File: src/rtl/rr_request_encoder_pkg.sv
// Shared definitions for the round-robin request encoder.
//   arb_state_e   : FSM encoding (IDLE / GRANTED)
//   MAX_REQ       : widest requester vector the helpers accept
//   PTR_RESET     : reset priority pointer, one-hot bit 0 (requester 0 first)
//   onehot_to_idx : one-hot to binary index, shared by the encoder and its bench
package rr_request_encoder_pkg;

  typedef enum logic {
    ARB_STATE_IDLE    = 1'b0,
    ARB_STATE_GRANTED = 1'b1
  } arb_state_e;

  localparam int unsigned MAX_REQ = 32;

  localparam logic [MAX_REQ-1:0] PTR_RESET = MAX_REQ'(1);

  // OR-ing the indices of the set bits is exact for a one-hot input and
  // needs no priority chain.
  function automatic int unsigned onehot_to_idx(input logic [MAX_REQ-1:0] onehot);
    int unsigned idx;
    idx = 0;
    for (int unsigned i = 0; i < MAX_REQ; i++) begin
      if (onehot[i]) idx |= i;
    end
    return idx;
  endfunction

endpackage

File: src/rtl/rr_request_encoder_if.sv
// Request/grant bundle of the round-robin request encoder.
//   master : client side, drives Enable, Request, Release
//   slave  : arbiter side, drives Grant, GrantIndex, GrantValid, Timeout
interface rr_request_encoder_if #(
  parameter int unsigned NUM_REQ   = 4,
  parameter int unsigned IDX_WIDTH = 2
);
  logic                 Enable;
  logic [NUM_REQ-1:0]   Request;
  logic                 Release;
  logic [NUM_REQ-1:0]   Grant;
  logic [IDX_WIDTH-1:0] GrantIndex;
  logic                 GrantValid;
  logic                 Timeout;

  modport master (
    output Enable, Request, Release,
    input  Grant, GrantIndex, GrantValid, Timeout
  );

  modport slave (
    input  Enable, Request, Release,
    output Grant, GrantIndex, GrantValid, Timeout
  );
endinterface

File: src/rtl/rr_priority_pick.sv
// Combinational round-robin pick: returns the one-hot winner, i.e. the first
// set request bit at or above the one-hot pointer, wrapping to bit 0.
//   req_i : request vector
//   ptr_i : one-hot priority pointer
//   gnt_o : one-hot winner, zero when req_i is zero
module rr_priority_pick #(
  parameter int unsigned NUM_REQ = 4
) (
  input  logic [NUM_REQ-1:0] req_i,
  input  logic [NUM_REQ-1:0] ptr_i,
  output logic [NUM_REQ-1:0] gnt_o
);

  logic [2*NUM_REQ-1:0] dbl_req;
  logic [2*NUM_REQ-1:0] dbl_gnt;

  // Subtracting the pointer from the doubled vector clears the first request
  // at/above the pointer (borrowing into the upper copy to wrap); the AND with
  // the inverted difference isolates exactly that bit.
  always_comb begin
    dbl_req = {req_i, req_i};
    dbl_gnt = dbl_req & ~(dbl_req - {{NUM_REQ{1'b0}}, ptr_i});
    gnt_o   = dbl_gnt[NUM_REQ-1:0] | dbl_gnt[2*NUM_REQ-1:NUM_REQ];
  end

endmodule

File: src/rtl/rr_request_encoder.sv
// Round-robin arbiter and encoder. Registers a one-hot grant plus its binary
// index and holds it until the owner releases (Release pulse or dropping its
// request). The pointer then rotates past the owner, so an idle cycle always
// separates grants and no requester is re-granted ahead of waiting peers.
//   Clock, Reset : clock and synchronous active-high reset
//   bus (slave)  : Enable/Request/Release in, Grant/GrantIndex/GrantValid/Timeout out
// Optional ARB_TIMEOUT_EN: a TIMEOUT_WIDTH-bit watchdog force-releases a grant
// held too long and pulses Timeout; without it Timeout is tied to 0.
// NUM_REQ must be at least 2.
module rr_request_encoder
  import rr_request_encoder_pkg::*;
#(
  parameter int unsigned NUM_REQ       = 4,
  parameter int unsigned IDX_WIDTH     = 2,
  parameter int unsigned TIMEOUT_WIDTH = 8
) (
  input  logic                Clock,
  input  logic                Reset,
  rr_request_encoder_if.slave bus
);

  if (NUM_REQ < 2 || NUM_REQ > (1 << IDX_WIDTH) || TIMEOUT_WIDTH < 1) begin : g_bad_params
    $error("rr_request_encoder: illegal parameter combination");
  end

  arb_state_e           state_q, state_d;
  logic [NUM_REQ-1:0]   ptr_q, ptr_d;
  logic [NUM_REQ-1:0]   grant_q, grant_d;
  logic [IDX_WIDTH-1:0] idx_q, idx_d;
  logic                 valid_q, valid_d;
  logic [NUM_REQ-1:0]   pick;
  logic                 owner_done;
  logic                 release_now;
`ifdef ARB_TIMEOUT_EN
  logic [TIMEOUT_WIDTH-1:0] cnt_q, cnt_d;
  logic                     timeout_q, timeout_d;
  logic                     expire;
`endif

  rr_priority_pick #(
    .NUM_REQ (NUM_REQ)
  ) u_pick (
    .req_i (bus.Request),
    .ptr_i (ptr_q),
    .gnt_o (pick)
  );

  always_comb begin
    state_d = state_q;
    ptr_d   = ptr_q;
    grant_d = grant_q;
    idx_d   = idx_q;
    valid_d = valid_q;
    // Explicit release and a dropped owner request fold into one event.
    owner_done  = bus.Release | ~|(bus.Request & grant_q);
`ifdef ARB_TIMEOUT_EN
    cnt_d       = cnt_q;
    timeout_d   = 1'b0;
    expire      = &cnt_q;
    release_now = owner_done | expire;
`else
    release_now = owner_done;
`endif

    case (state_q)
      ARB_STATE_IDLE: begin
        if (bus.Enable && |bus.Request) begin
          state_d = ARB_STATE_GRANTED;
          grant_d = pick;
          idx_d   = IDX_WIDTH'(onehot_to_idx(MAX_REQ'(pick)));
          valid_d = 1'b1;
`ifdef ARB_TIMEOUT_EN
          cnt_d   = '0;
`endif
        end
      end
      ARB_STATE_GRANTED: begin
        if (release_now) begin
          state_d = ARB_STATE_IDLE;
          grant_d = '0;
          idx_d   = '0;
          valid_d = 1'b0;
          // Rotating the owner's one-hot gives pointer (GrantIndex+1) mod NUM_REQ.
          ptr_d   = {grant_q[NUM_REQ-2:0], grant_q[NUM_REQ-1]};
        end
`ifdef ARB_TIMEOUT_EN
        else begin
          cnt_d = cnt_q + 1'b1;
        end
        timeout_d = expire & ~owner_done;
`endif
      end
      default: state_d = ARB_STATE_IDLE;
    endcase
  end

  always_ff @(posedge Clock) begin
    if (Reset) begin
      state_q   <= ARB_STATE_IDLE;
      ptr_q     <= PTR_RESET[NUM_REQ-1:0];
      grant_q   <= '0;
      idx_q     <= '0;
      valid_q   <= 1'b0;
`ifdef ARB_TIMEOUT_EN
      cnt_q     <= '0;
      timeout_q <= 1'b0;
`endif
    end else begin
      state_q   <= state_d;
      ptr_q     <= ptr_d;
      grant_q   <= grant_d;
      idx_q     <= idx_d;
      valid_q   <= valid_d;
`ifdef ARB_TIMEOUT_EN
      cnt_q     <= cnt_d;
      timeout_q <= timeout_d;
`endif
    end
  end

  assign bus.Grant      = grant_q;
  assign bus.GrantIndex = idx_q;
  assign bus.GrantValid = valid_q;
`ifdef ARB_TIMEOUT_EN
  assign bus.Timeout    = timeout_q;
`else
  assign bus.Timeout    = 1'b0;
`endif

endmodule

File: src/flat_wrapper.sv
// flat-port wrapper written by rule: the top's interface ports become plain ports
module rr_request_encoder_flat import rr_request_encoder_pkg::*;
#(
  parameter int unsigned NUM_REQ       = 4,
  parameter int unsigned IDX_WIDTH     = 2,
  parameter int unsigned TIMEOUT_WIDTH = 8
)
  (Clock, Reset, bus_Enable, bus_Request, bus_Release, bus_Grant, bus_GrantIndex, bus_GrantValid, bus_Timeout);
  rr_request_encoder_if #(.NUM_REQ(NUM_REQ), .IDX_WIDTH(IDX_WIDTH)) bus_i ();
  input  logic Clock;
  input  logic Reset;
  input wire logic [$bits(bus_i.Enable)-1:0] bus_Enable;
  input wire logic [$bits(bus_i.Request)-1:0] bus_Request;
  input wire logic [$bits(bus_i.Release)-1:0] bus_Release;
  output wire logic [$bits(bus_i.Grant)-1:0] bus_Grant;
  output wire logic [$bits(bus_i.GrantIndex)-1:0] bus_GrantIndex;
  output wire logic [$bits(bus_i.GrantValid)-1:0] bus_GrantValid;
  output wire logic [$bits(bus_i.Timeout)-1:0] bus_Timeout;
  assign bus_i.Enable = bus_Enable;
  assign bus_i.Request = bus_Request;
  assign bus_i.Release = bus_Release;
  assign bus_Grant = bus_i.Grant;
  assign bus_GrantIndex = bus_i.GrantIndex;
  assign bus_GrantValid = bus_i.GrantValid;
  assign bus_Timeout = bus_i.Timeout;
  rr_request_encoder #(.NUM_REQ(NUM_REQ), .IDX_WIDTH(IDX_WIDTH), .TIMEOUT_WIDTH(TIMEOUT_WIDTH)) u_core (.Clock(Clock), .Reset(Reset), .bus(bus_i));
endmodule
File: config.mk
export PLATFORM = sky130hd
export DESIGN_NAME = rr_request_encoder_flat
export DESIGN_NICKNAME = d
export VERILOG_FILES = /design/src/rtl/rr_request_encoder_pkg.sv /design/src/rtl/rr_request_encoder_if.sv /design/src/rtl/rr_priority_pick.sv /design/src/rtl/rr_request_encoder.sv /design/src/flat_wrapper.sv
export SDC_FILE = /design/constraint.sdc
export NUM_CORES = 1
export LEC_CHECK = 0
export ABC_AREA = 1
export ABC_CLOCK_PERIOD_IN_PS = 1500
export CAP_MARGIN = 20
export CORE_AREA = 2 2 45 47
export CTS_BUF_LIST = sky130_fd_sc_hd__clkbuf_16
export DETAILED_ROUTE_END_ITERATION = 6
export DIE_AREA = 0 0 47 49
export PLACE_DENSITY_LB_ADDON = 0.12
export SLEW_MARGIN = 20
export SYNTH_ARGS = -nofsm -noshare
export SYNTH_HDL_FRONTEND = slang
export SYNTH_SLANG_ARGS = --single-unit
File: constraint.sdc
create_clock -name Clock -period 1.5 [get_ports Clock]
set_input_delay 0.15 -clock Clock [delete_from_list [all_inputs] [get_ports Clock]]
set_output_delay 0.15 -clock Clock [all_outputs]
set_load 0.03 [all_outputs]
==> results summary <==
The simple-gate share of the synthesized area is 0.3232. The die width is 47 µm. The worst clock skew came out at 0.0004225 ns. The count of port buffers added during placement came out at 14. The number of nets handed over by synthesis was around 120. Of all nets on the critical path, the largest fanout is 3. For this block, the routed nets add up to 1726 µm of wire. On the critical path, the stage with the largest delay is an instance of fa_2.

The number of nets at the end of the flow came out at between 100 and 150. OpenSTA, run right after detailed placement, puts the worst setup slack at -0.4220 ns. The total number of placement rows came out at 16. The final cell utilization of the core is 0.5992. The endpoint of the lowest-slack register-to-register path is u_core.bus.GrantIndex[1]. The longest individual stage delay on the worst path is roughly 0.40 ns.

In this run the worst setup path terminates at u_core.bus.GrantIndex[1]. The fraction of post-synthesis cell area in the top cell type by area came out at 0.3232. In this run the number of H-tree levels came out at 1. The final antenna-violating net count is 0.

The hold violation total from the final report is 0. The synthesized flop and latch total came out at 12. The via count of the first global-routing pass came out at between 600 and 700. The number of sinks driven by the clock tree came out at 12. Setup repair after global routing could not meet its margin everywhere. The achievable clock frequency is between 0.6 and 0.7 GHz. The worst setup path is launched from a flip-flop.

The post-synthesis sequential area ratio came out at 0.3232. The mux cell area share after synthesis came out at 0. The number of vias per cell came out at about 4.7. The final worst-path setup slack came out at 0.01084 ns. The count of buffer and inverter cells on the critical path came out at 2. The leakage power total is around 0.53 nW. The total congestion overflow after global routing came out at 0. The yosys synthesis warning count came out at 0. Dividing the synthesized area by the synthesized cell count gives roughly 6.9 µm². The count of maximum capacitance violations came out at 0.

The flow ran to the end, and the final reports show no timing, DRC or antenna violations. The CTS tree is done. The reg2reg setup slack came out at 0.01 ns. The post-DP HPWL came out at roughly 1300 µm. The cell total after placement is 156. VDD sags by at most 882.2 µV. The number of detailed-routing iterations run before antenna repair came out at 4. The DRC violation count after routing came out at 0. The setup violation total in the final timing report is 0.

The synthesized-area fraction occupied by ao, oa, aoi and oai cells came to 0.1279. The number of buffers inserted for hold repair after clock tree synthesis came out at 0. Of the total synthesized cell area, the portion taken by full adders, half adders and majority gates is 0.07744. The post-synthesis xor/xnor area fraction is 0.01178. The data required time of the worst path is between 1.5 and 2 ns.

The number of vias in the routed layout is between 700 and 800. After synthesis, the largest family of logic cells by area is simple AND/OR/NAND/NOR gates. After synthesis, the cell types taking the most area are dfxtp_1 (32%), nand2_1 (12%), inv_1 (8.6%). The final cell count without fillers is between 150 and 200.

The global-route wire length before repair is slightly below 3000 µm. In this run the count of I/O pins placed on the die edge is 16. Of the cells placed in the final design, the portion with a size suffix greater than 1 is 0.2632. The last weighted congestion value of the routability-driven placer is slightly below 0.9. The max-slew violation total from the final report came out at 0.

The area of the core came out at 1842 µm². The depth of the most critical reg-to-reg path came out at 11. The initial utilization of the core area, before any placement, comes to 0.4035. The count of mapped cells out of synthesis came out at between 100 and 150. The critical path's most frequent cell is nand2_1. The distinct cell type count after synthesis came out at 22. After the first detailed-routing iteration, the DRC count stood at 14. Dividing the final minimum period by the clock period gives 0.9928. The clock latency of the later-clocked register in the worst-skew pair came out at ~0.23 ns.

The post-synthesis cell type with the largest combined area is dfxtp_1. The area growth from synthesis to layout came out at 48.49%. The total global routing track utilization is 0.1801. The path class of the tightest hold or removal check is reg2reg. Traced cell by cell, the critical path runs through nand2_2, inv_2, fa_2, o21ai_2, nand2_1, nand2_1, nand2_1, nand2_2, nand3_2, nand2_1, inv_1. Clock-pin slew was measured on the worst setup and hold paths at approximately 0.040 ns. The final-layout worst hold slack came out at between 0.4 and 0.5 ns. The type of element capturing the critical path is a flip-flop. Power spread over the standard cell area amounts to approximately 1100 nW/µm². The floorplan step defined a die boundary enclosing 2303 µm². Entering global routing, the biggest net connects 16 pins. The worst setup path is of the reg2reg kind. The critical path crosses 11 cells after its start point. The critical path data arrival time came out at around 1.6 ns. The clock passes through at most 2 buffers. The tree is rooted in a clkbuf_16.

The repair_antennas step left the layout with diodes totalling 0. The height of the die is between 40 and 50 µm. In the final routed layout, each cell accounts on average for 10.79 µm. The initial antenna violation count is 0. The minimum clock period is about 1.5 ns. Broken down by cell family, the worst path's largest delay share belongs to simple AND/OR/NAND/NOR gates. The number of clock buffers inserted by TritonCTS is 3.

In this run the cell area of the synthesized design comes to 743.2 µm². Tracing the worst setup path back leads to its startpoint at u_core.ptr_q[0]. The startpoint of the worst-slack reg-to-reg timing path is u_core.ptr_q[0].
-- worst reg2reg max path, stage by stage (launching register included) --
cell and delay (ns):
dfxtp_2 0.31, nand2_2 0.07, inv_2 0.04, fa_2 0.40
o21ai_2 0.16, nand2_1 0.07, nand2_1 0.06, nand2_1 0.06
nand2_2 0.07, nand3_2 0.05, nand2_1 0.05, inv_1 0.04
-- state kept, by name, indices dropped and copies added, names as in the netlist --
register,flops
u_core.ptr_q,4
u_core.state_q,1
u_core.bus.GrantIndex,2
u_core.bus.Grant,4
u_core.bus.GrantValid,1
-- metrics by stage --
| step | power (W) | area, µm² | TNS, ns |
|---|---|---|---|
| after CTS | 0.001175 | 1084 | 0 |
| after global routing | 0.001250 | 1104 | -0.2147 |
| after global placement | 0.0006843 | 982.2 | -2.063 |
| after floorplan | 0.0005732 | 743.2 | 0 |
| after detailed placement | 0.0006855 | 982.2 | -2.212 |
| final | 0.001181 | 1104 | 0 |
-- placed cells by master (no fill, tap or decap), types with 2 or more instances in the layout --
| cell type | n |
|---|---|
| dfxtp_2 | 2 |
| ha_1 | 2 |
| nand3_2 | 2 |
| inv_2 | 4 |
| buf_4 | 10 |
| dlygate4sd2_1 | 2 |
| clkbuf_16 | 3 |
| nand3_1 | 11 |
| a21oi_1 | 10 |
| nor2_4 | 2 |
| o21ai_0 | 3 |
| nor2_1 | 6 |
| clkdlybuf4s50_1 | 11 |
| nand2_1 | 22 |
| inv_1 | 14 |
| dfxtp_1 | 10 |
| nand2_2 | 5 |
-- how the worst min path moves through the flow --
stage,slack [ns],to,from,cells past startpoint
finish,0.45,u_core.bus.GrantValid,u_core.bus.GrantValid,2
global route,0.48,u_core.bus.GrantValid,u_core.bus.GrantValid,2
CTS,0.45,u_core.bus.GrantValid,u_core.bus.GrantValid,2
detailed placement,0.45,u_core.bus.GrantValid,u_core.bus.GrantValid,2
global placement,0.44,u_core.bus.GrantValid,u_core.bus.GrantValid,2
floorplan,0.22,u_core.bus.Grant[0],Reset,1
-- timing repair --
action	4_1_cts	5_1_grt
setup buffers	0	1
gates resized for setup	9	7
endpoints found under the setup margin	4	6
cloned	0	0
pin swaps	3	10
-- synth_stat cells, drive strengths merged --
master / count
o211ai: 1
o21bai: 1
buf: 3
nor2: 8
o21ai: 5
ha: 3
a21oi: 11
inv: 18
xnor2: 1
fa: 1
dfxtp: 12
nand3: 13
nor3: 1
nand2: 27
conb: 1
nand3b: 1
-- kinds of logic after synthesis --
kind of cell	after synthesis
AND/OR/NAND/NOR	50
buffers and inverters	21
AO/OA/AOI/OAI	18
flip-flops	12
adder cells (fa/ha/maj)	4
XOR/XNOR	1
other	1
-- where the power goes --
group	leakage (nW)	switching [W]	total [W]	internal [W]
registers	0.0986	0.0000178	0.000368	0.000350
logic	0.390	0.000185	0.000341	0.000156
clock network	0.0370	0.000126	0.000472	0.000346
-- routing by layer --
layer,GRT usage,part of all wire
met1,0.2299,0.48
met2,0.2763,0.48
met3,0.04444,0.028
met4,0.08333,0.012
met5,0,0
-- final cells by class --
type | instances | area, µm²
tap | 27 | 33.78
timing repair buffer | 26 | 246.5
clock buffer | 3 | 75.07
sequential | 12 | 242.7
multi-input combinational | 74 | 437.9
fill | 184 | 738.2
inverter | 18 | 67.56
Note: power is estimated with default switching activity, not from simulation.
